**config.mk**
```make
export PLATFORM = sky130hd
export DESIGN_NAME = csr_timer_bank
export DESIGN_NICKNAME = d
export VERILOG_FILES = /design/src/rtl/csr_timer_pkg.sv /design/src/rtl/csr_timer_chan.sv /design/src/rtl/csr_timer_bank.sv
export SDC_FILE = /design/constraint.sdc
export NUM_CORES = 1
export LEC_CHECK = 0
export CORE_MARGIN = 4
export CORE_UTILIZATION = 55
export DETAILED_ROUTE_END_ITERATION = 6
export GPL_ROUTABILITY_DRIVEN = 1
export MAX_ROUTING_LAYER = met4
export PLACE_DENSITY = 0.83
export SYNTH_ARGS = -nofsm -noshare
export SYNTH_HDL_FRONTEND = slang
export SYNTH_SLANG_ARGS = --single-unit
export TNS_END_PERCENT = 10
```
**constraint.sdc**
```tcl
create_clock -name clk -period 4.9 [get_ports clk]
set_input_delay 0.735 -clock clk [delete_from_list [all_inputs] [get_ports clk]]
set_output_delay 0.735 -clock clk [all_outputs]
set_load 0.05 [all_outputs]
```
**src/rtl/csr_timer_pkg.sv**
```systemverilog
// csr_timer_pkg: shared constants for the CSR timer bank.
// TCFG field positions, per-channel address offsets, default CSR addresses
// and the masked-write / channel-address helpers.
package csr_timer_pkg;

    // TCFG field positions
    localparam int unsigned TCFG_EN          = 0;
    localparam int unsigned TCFG_PERIODIC    = 1;
    localparam int unsigned TCFG_INITVAL_LSB = 2;

    // Per-channel register offsets from that channel's TCFG address
    localparam logic [13:0] OFF_TCFG  = 14'd0;
    localparam logic [13:0] OFF_TVAL  = 14'd1;
    localparam logic [13:0] OFF_TICLR = 14'd3;
    localparam logic [13:0] STRIDE    = 14'd4;

    // Default CSR addresses
    localparam logic [13:0] DEF_TCFG_BASE = 14'h041;
    localparam logic [13:0] DEF_CNTC_ADDR = 14'h043;

    // Bits selected by wmask take wdata; the rest keep their old value.
    function automatic logic [31:0] masked_write(input logic [31:0] old_v,
                                                 input logic [31:0] wdata,
                                                 input logic [31:0] wmask);
        return (wdata & wmask) | (old_v & ~wmask);
    endfunction

    // CSR address of register 'off' in channel 'idx'.
    function automatic logic [13:0] chan_addr(input logic [13:0] base,
                                              input int unsigned idx,
                                              input logic [13:0] off);
        return base + 14'(idx) * STRIDE + off;
    endfunction

endpackage

```
**src/rtl/csr_timer_chan.sv**
```systemverilog
// csr_timer_chan: one down-counting timer channel (TCFG, TVAL, pending).
// TCFG bit 0 is the live enable: a one-shot expiry clears it, so TCFG
// readback always shows whether the channel is still counting.
module csr_timer_chan
    import csr_timer_pkg::*;
#(
    parameter int unsigned TVAL_W = 32
) (
    input  logic              clk,
    input  logic              rstn,
    input  logic              tick_i,
    input  logic              tcfg_we_i,
    input  logic              ticlr_we_i,
    input  logic [TVAL_W-1:0] wmask_i,
    input  logic [TVAL_W-1:0] wdata_i,
    output logic [TVAL_W-1:0] tcfg_o,
    output logic [TVAL_W-1:0] tval_o,
    output logic              pending_o
);

    logic [TVAL_W-1:0] tcfg_q, tcfg_d;
    logic [TVAL_W-1:0] tval_q, tval_d;
    logic              pend_q, pend_d;
    logic [TVAL_W-1:0] tcfg_new;
    logic              expire;

    // Reload value: InitVal field with the two low bits forced to zero.
    function automatic logic [TVAL_W-1:0] load_val(input logic [TVAL_W-1:0] cfg);
        logic [TVAL_W-1:0] v;
        v = cfg;
        v[TCFG_INITVAL_LSB-1:0] = '0;
        return v;
    endfunction

    assign tcfg_new = (wdata_i & wmask_i) | (tcfg_q & ~wmask_i);

    // Next-state: a TCFG write overrides any count or expiry in the same
    // cycle; an expiry beats a simultaneous TICLR so no interrupt is lost.
    always_comb begin
        tcfg_d = tcfg_q;
        tval_d = tval_q;
        pend_d = pend_q;
        expire = 1'b0;
        if (tcfg_we_i) begin
            tcfg_d = tcfg_new;
            tval_d = load_val(tcfg_new);
        end else if (tick_i && tcfg_q[TCFG_EN]) begin
            if (tval_q != '0) begin
                tval_d = tval_q - TVAL_W'(1);
            end else begin
                expire = 1'b1;
                if (tcfg_q[TCFG_PERIODIC]) begin
                    tval_d = load_val(tcfg_q);
                end else begin
                    tval_d          = '1;
                    tcfg_d[TCFG_EN] = 1'b0;
                end
            end
        end
        if (expire) begin
            pend_d = 1'b1;
        end else if (ticlr_we_i) begin
            pend_d = 1'b0;
        end
    end

    // Channel state registers
    always_ff @(posedge clk) begin
        if (!rstn) begin
            tcfg_q <= '0;
            tval_q <= '0;
            pend_q <= 1'b0;
        end else begin
            tcfg_q <= tcfg_d;
            tval_q <= tval_d;
            pend_q <= pend_d;
        end
    end

    assign tcfg_o    = tcfg_q;
    assign tval_o    = tval_q;
    assign pending_o = pend_q;

endmodule

```
**src/rtl/csr_timer_bank.sv**
```systemverilog
// csr_timer_bank: NUM_TIMERS timer channels, 64-bit stable counter and
// CNTC offset, decoded from the CSR write/read bus.
// Optional feature macro: CSR_TIMER_PRESCALE_EN (shared tick prescaler).
module csr_timer_bank
    import csr_timer_pkg::*;
#(
    parameter int unsigned NUM_TIMERS = 1,
    parameter int unsigned TVAL_W     = 32,
    parameter logic [13:0] TCFG_BASE  = DEF_TCFG_BASE,
    parameter logic [13:0] CNTC_ADDR  = DEF_CNTC_ADDR,
    parameter logic [31:0] COUNTER_ID = 32'h0,
    parameter int unsigned PRESCALE   = 1
) (
    input  logic                  clk,
    input  logic                  rstn,
    input  logic                  csr_we,
    input  logic [13:0]           csr_waddr,
    input  logic [31:0]           csr_wmask,
    input  logic [31:0]           csr_wdata,
    input  logic [13:0]           csr_raddr,
    output logic [31:0]           csr_rdata,
    output logic [NUM_TIMERS-1:0] timer_int,
    output logic [63:0]           counter,
    output logic [31:0]           counterID
);

    logic [63:0] stable_q, stable_d;
    logic [31:0] cntc_q, cntc_d;
    logic        tick;
    logic [31:0] tcfg_rd [NUM_TIMERS];
    logic [31:0] tval_rd [NUM_TIMERS];

`ifdef CSR_TIMER_PRESCALE_EN
    localparam int unsigned PW = (PRESCALE > 1) ? $clog2(PRESCALE) : 1;
    localparam int unsigned PRESC_LAST = (PRESCALE > 1) ? PRESCALE - 1 : 0;

    logic [PW-1:0] presc_q, presc_d;

    assign tick = (presc_q == PW'(PRESC_LAST));

    // Prescaler wraps after PRESCALE cycles; never restarted by TCFG writes
    always_comb begin
        presc_d = tick ? '0 : presc_q + PW'(1);
    end

    // Prescaler register
    always_ff @(posedge clk) begin
        if (!rstn) begin
            presc_q <= '0;
        end else begin
            presc_q <= presc_d;
        end
    end
`else
    // Without the prescaler every cycle is a tick and PRESCALE has no effect.
    logic unused_prescale;
    assign unused_prescale = ^PRESCALE;
    assign tick = 1'b1;
`endif

    // Stable counter free-runs; CNTC takes masked writes
    always_comb begin
        stable_d = stable_q + 64'd1;
        cntc_d   = cntc_q;
        if (csr_we && (csr_waddr == CNTC_ADDR)) begin
            cntc_d = masked_write(cntc_q, csr_wdata, csr_wmask);
        end
    end

    // Counter registers
    always_ff @(posedge clk) begin
        if (!rstn) begin
            stable_q <= '0;
            cntc_q   <= '0;
        end else begin
            stable_q <= stable_d;
            cntc_q   <= cntc_d;
        end
    end

    assign counter   = stable_q + {{32{cntc_q[31]}}, cntc_q};
    assign counterID = COUNTER_ID;

    for (genvar g = 0; g < NUM_TIMERS; g++) begin : g_chan
        logic [TVAL_W-1:0] tcfg;
        logic [TVAL_W-1:0] tval;
        logic              tcfg_we;
        logic              ticlr_we;

        assign tcfg_we  = csr_we && (csr_waddr == chan_addr(TCFG_BASE, g, OFF_TCFG));
        assign ticlr_we = csr_we && (csr_waddr == chan_addr(TCFG_BASE, g, OFF_TICLR))
                          && csr_wdata[0];

        csr_timer_chan #(
            .TVAL_W(TVAL_W)
        ) u_chan (
            .clk       (clk),
            .rstn      (rstn),
            .tick_i    (tick),
            .tcfg_we_i (tcfg_we),
            .ticlr_we_i(ticlr_we),
            .wmask_i   (csr_wmask[TVAL_W-1:0]),
            .wdata_i   (csr_wdata[TVAL_W-1:0]),
            .tcfg_o    (tcfg),
            .tval_o    (tval),
            .pending_o (timer_int[g])
        );

        assign tcfg_rd[g] = 32'(tcfg);
        assign tval_rd[g] = 32'(tval);
    end

    // Read mux: CNTC and per-channel TCFG/TVAL; TICLR and unmapped read 0
    always_comb begin
        csr_rdata = '0;
        if (csr_raddr == CNTC_ADDR) begin
            csr_rdata = cntc_q;
        end
        for (int unsigned i = 0; i < NUM_TIMERS; i++) begin
            if (csr_raddr == chan_addr(TCFG_BASE, i, OFF_TCFG)) begin
                csr_rdata = tcfg_rd[i];
            end else if (csr_raddr == chan_addr(TCFG_BASE, i, OFF_TVAL)) begin
                csr_rdata = tval_rd[i];
            end
        end
    end

endmodule

```
==> key figures <==
Worst setup path
  – Required @ worst endpoint: 4.16 ns
  – Setup CP Type: reg2out
  – Arrival time of the worst setup path: 4.04 ns
  – CP Capture Type: primary output
  – Reg-to-Reg Start: g_chan[0].u_chan.tval_o[0]$_SDFFE_PP0P_
  – Reg2Reg Depth: 11
  – RR Endpoint: g_chan[0].u_chan.tval_o[4]$_SDFFE_PN0P_
  – CP Max Fanout: 6
  – Critical Path Start Type: register
  – R2R setup slack: 1.50 ns

Yosys
  – Largest family of logic cells by synthesized area: simple AND/OR/NAND/NOR gates
  – Yosys reg bits: 161
  – Post-synthesis xor/xnor area fraction: 8.227%
  – Synth warn: 0
  – Synthesized cell area: 12880 µm²
  – Post-Syn Area per Cell: 7.277 µm²
  – Simple-gate share of the synthesized area: 27.37%
  – Mux contribution to synthesized area: 4.925%
  – Synth Area in Adders: 6.566%
  – Post-synth ARST share: 0%
  – Gate Count Post-Synth: 1770
  – Ys flop type: dfxtp_1
  – Number of enable flip-flop cells after synthesis: 0
  – Synth Area in Compound Gates: 22.29%
  – Seq/Total Area, Yosys: 25.02%
  – Post-synth cell types: 71

Drt
  – Wire length per cell: 18.67 µm
  – Routed Wire Length: 41660 µm
  – Antenna Nets Post-Route: 0
  – Iter 0 DRT Violations: 1281
  – Vias per cell: 6.143
  – Residual DRC count: 0
  – First-pass DRT Iterations: 5
  – Via count: 13712

Die
  – IO Pins: 224
  – Initial core utilization: 56.38%
  – CORE AREA: 22850 µm²
  – Row cnt: 55
  – Die Area: 25930 µm²
  – Die W: 161.0 µm
  – Die Y: 161.0 µm

GRT
  – First-pass GRT wire length: 65780 µm
  – Initial antenna violation count: 2
  – Vias in the first global route: 13013
  – Grt total ovfl: 0
  – Largest net degree at the start of global routing: 80
  – Global Route Usage Sum: 31.42%

Layout
  – Nets: 2067
  – Area delta synth->final: 23.60%
  – Multi-input gate area: 9099 µm²
  – Share of layout cells above drive strength 1: 9.077%
  – Commonest non-fill, non-tap cell in the layout: nand2_1
  – Layout filler cell count: 1892
  – Cell area after layout: 15920 µm²
  – Register area: 3223 µm²
  – Most frequent cells in the layout: nand2_1 (244), a21oi_1 (213), dfxtp_1 (161)

STA
  – Skew final: 0.007018 ns
  – Final hold vios: 0
  – Min cycle time layout: 4.777 ns
  – Max-slew violations: 0
  – Setup-failing EPs final: 0
  – Fmax: 209.3 MHz
  – Setup_tns: 0 ns
  – Relative slew slack: 19.33%
  – Unrepaired setup endpoints after global routing: false
  – Final Cycle Share: 97.50%
  – Worst-Margin Slew: 1.208 ns

Placement
  – RePlAce Congestion: 0.9777
  – Post-DP HPWL: 30450 µm
  – Cell Area, Placed: 15240 µm²
  – Number of port buffers: 191

Clock network
  – Post_cts resized: 4
  – TritonCTS clock tree: yes
  – Clock latency on the worst-skew pair: 0.43 ns
  – H-tree Lvls: 4
  – Clk root buf: clkbuf_16
  – CTS Hold Bufs: 0
  – TritonCTS Buffers: 17
  – Reg clk slew, reported paths: 0.06 ns
  – Longest Clk Path Bufs: 2
  – # clock sinks: 161
  – Setup Buffers After CTS: 0

Status
  – Outcome: complete, no violations

Power
  – IR Drop Worst-Case VDD: 0.2703 mV
  – Static leakage: 0.006204 µW
  – PD cells: 191.7 nW/µm²

Worst hold path
  – Hold path depth: 2
  – Hold crit path type: reg2reg

Flow run
  – Max-cap violation count: 0
-- per-stage QoR --
step	hold WS, ns	cells	total power (µW)	utilization, %	setup slack, ns
after floorplan	0.4451	1801	1481	-	0.3376
after global placement	0.4571	2199	1590	66.73	0.4392
after detailed placement	0.4635	2199	1591	66.73	0.4097
after CTS	0.4721	2230	3039	69.52	0.05624
after global routing	0.4967	2232	3115	69.69	0.005305
final	0.4803	2232	3052	69.69	0.1227
-- cells by family after synthesis --
family	count (synthesis)
AND/OR/NAND/NOR	730
AO/OA/AOI/OAI	477
flip-flops	161
buffers and inverters	155
XOR/XNOR	121
adder cells (fa/ha/maj)	67
multiplexers	58
other	1
-- worst max-delay path, stage by stage, from the launching register on --
cell,delay [ns]
dfxtp_1,0.37
ha_1,0.26
fa_1,0.43
a211o_1,0.37
a211oi_4,0.32
nor4_1,0.09
o31a_1,0.37
a31o_2,0.34
a21oi_1,0.24
o21ai_1,0.21
a31oi_1,0.24
xnor2_1,0.19
buf_12,0.18
-- synth_stat cells, types with 4 or more instances --
| master | n | area [µm²] |
|---|---|---|
| nand2_1 | 244 | 915.9 |
| a21oi_1 | 214 | 1071 |
| dfxtp_1 | 161 | 3223 |
| nor2_1 | 153 | 574.3 |
| nand3_1 | 111 | 555.5 |
| o21ai_0 | 85 | 425.4 |
| clkbuf_1 | 82 | 307.8 |
| xnor2_1 | 68 | 595.6 |
| ha_1 | 66 | 825.8 |
| xor2_1 | 53 | 464.2 |
| mux2_2 | 43 | 484.2 |
| a22oi_1 | 32 | 240.2 |
| buf_4 | 32 | 240.2 |
| inv_1 | 31 | 116.4 |
| nor3_1 | 30 | 150.1 |
| a21o_1 | 28 | 210.2 |
| and3_1 | 24 | 150.1 |
| nand4_1 | 24 | 150.1 |
| or3_1 | 22 | 137.6 |
| nor4_1 | 21 | 131.4 |
| a31oi_1 | 17 | 106.4 |
| o21bai_1 | 17 | 127.6 |
| nor3b_1 | 16 | 120.1 |
| mux2i_1 | 15 | 150.1 |
| and2_1 | 14 | 87.58 |
| o211ai_1 | 14 | 105.1 |
| nand2b_1 | 13 | 81.33 |
| o21a_1 | 13 | 97.59 |
| a211oi_1 | 12 | 90.09 |
| nand3b_1 | 10 | 75.07 |
| nor2b_1 | 9 | 56.30 |
| and4_1 | 8 | 70.07 |
| a211o_1 | 6 | 52.55 |
| buf_2 | 6 | 30.03 |
| or2_2 | 6 | 37.54 |
| or4_1 | 5 | 37.54 |
| a21boi_0 | 4 | 30.03 |
| a221oi_1 | 4 | 35.03 |
| or2_1 | 4 | 25.02 |
-- report_power, final --
group	switching [µW]	internal [µW]	leakage (µW)	total, µW
registers	3.70	1310	0.00130	1310
clock network	559	925	0.000312	1480
logic	156	98.0	0.00460	254
-- worst max-delay path by stage --
stage                            from     endpoint  slack, ns
4_1_cts        stable_q[0]$_SDFF_PN0_  counter[28]       0.06
5_1_grt                      register  counter[21]      0.005
2_1_floorplan  stable_q[0]$_SDFF_PN0_  counter[58]       0.34
3_5_place_dp   stable_q[0]$_SDFF_PN0_  counter[59]       0.41
3_3_place_gp   stable_q[1]$_SDFF_PN0_  counter[59]       0.44
6_report       stable_q[0]$_SDFF_PN0_  counter[62]       0.12
-- layout make-up --
class                      instances  share of cell area [%]
multi-input combinational       1485                   57.15
tap                              313                   2.460
antenna                            2                 0.03143
timing repair buffer             208                   15.32
sequential                       161                   20.24
clock buffer                      20                   2.868
clock inverter                    11                   1.163
inverter                          32                  0.7701
-- per-layer routing --
| layer | share of wire (%) | track usage (%) | up-vias |
|---|---|---|---|
| met4 | 4.0 | 12.87 | 0 |
| met3 | 7.3 | 4.108 | 107 |
| li1 | - | - | 6563 |
| met5 | 0 | - | - |
| met1 | 41 | 38.25 | 6392 |
| met2 | 48 | 52.88 | 650 |
No activity file was read; power rests on OpenSTA's default activity.
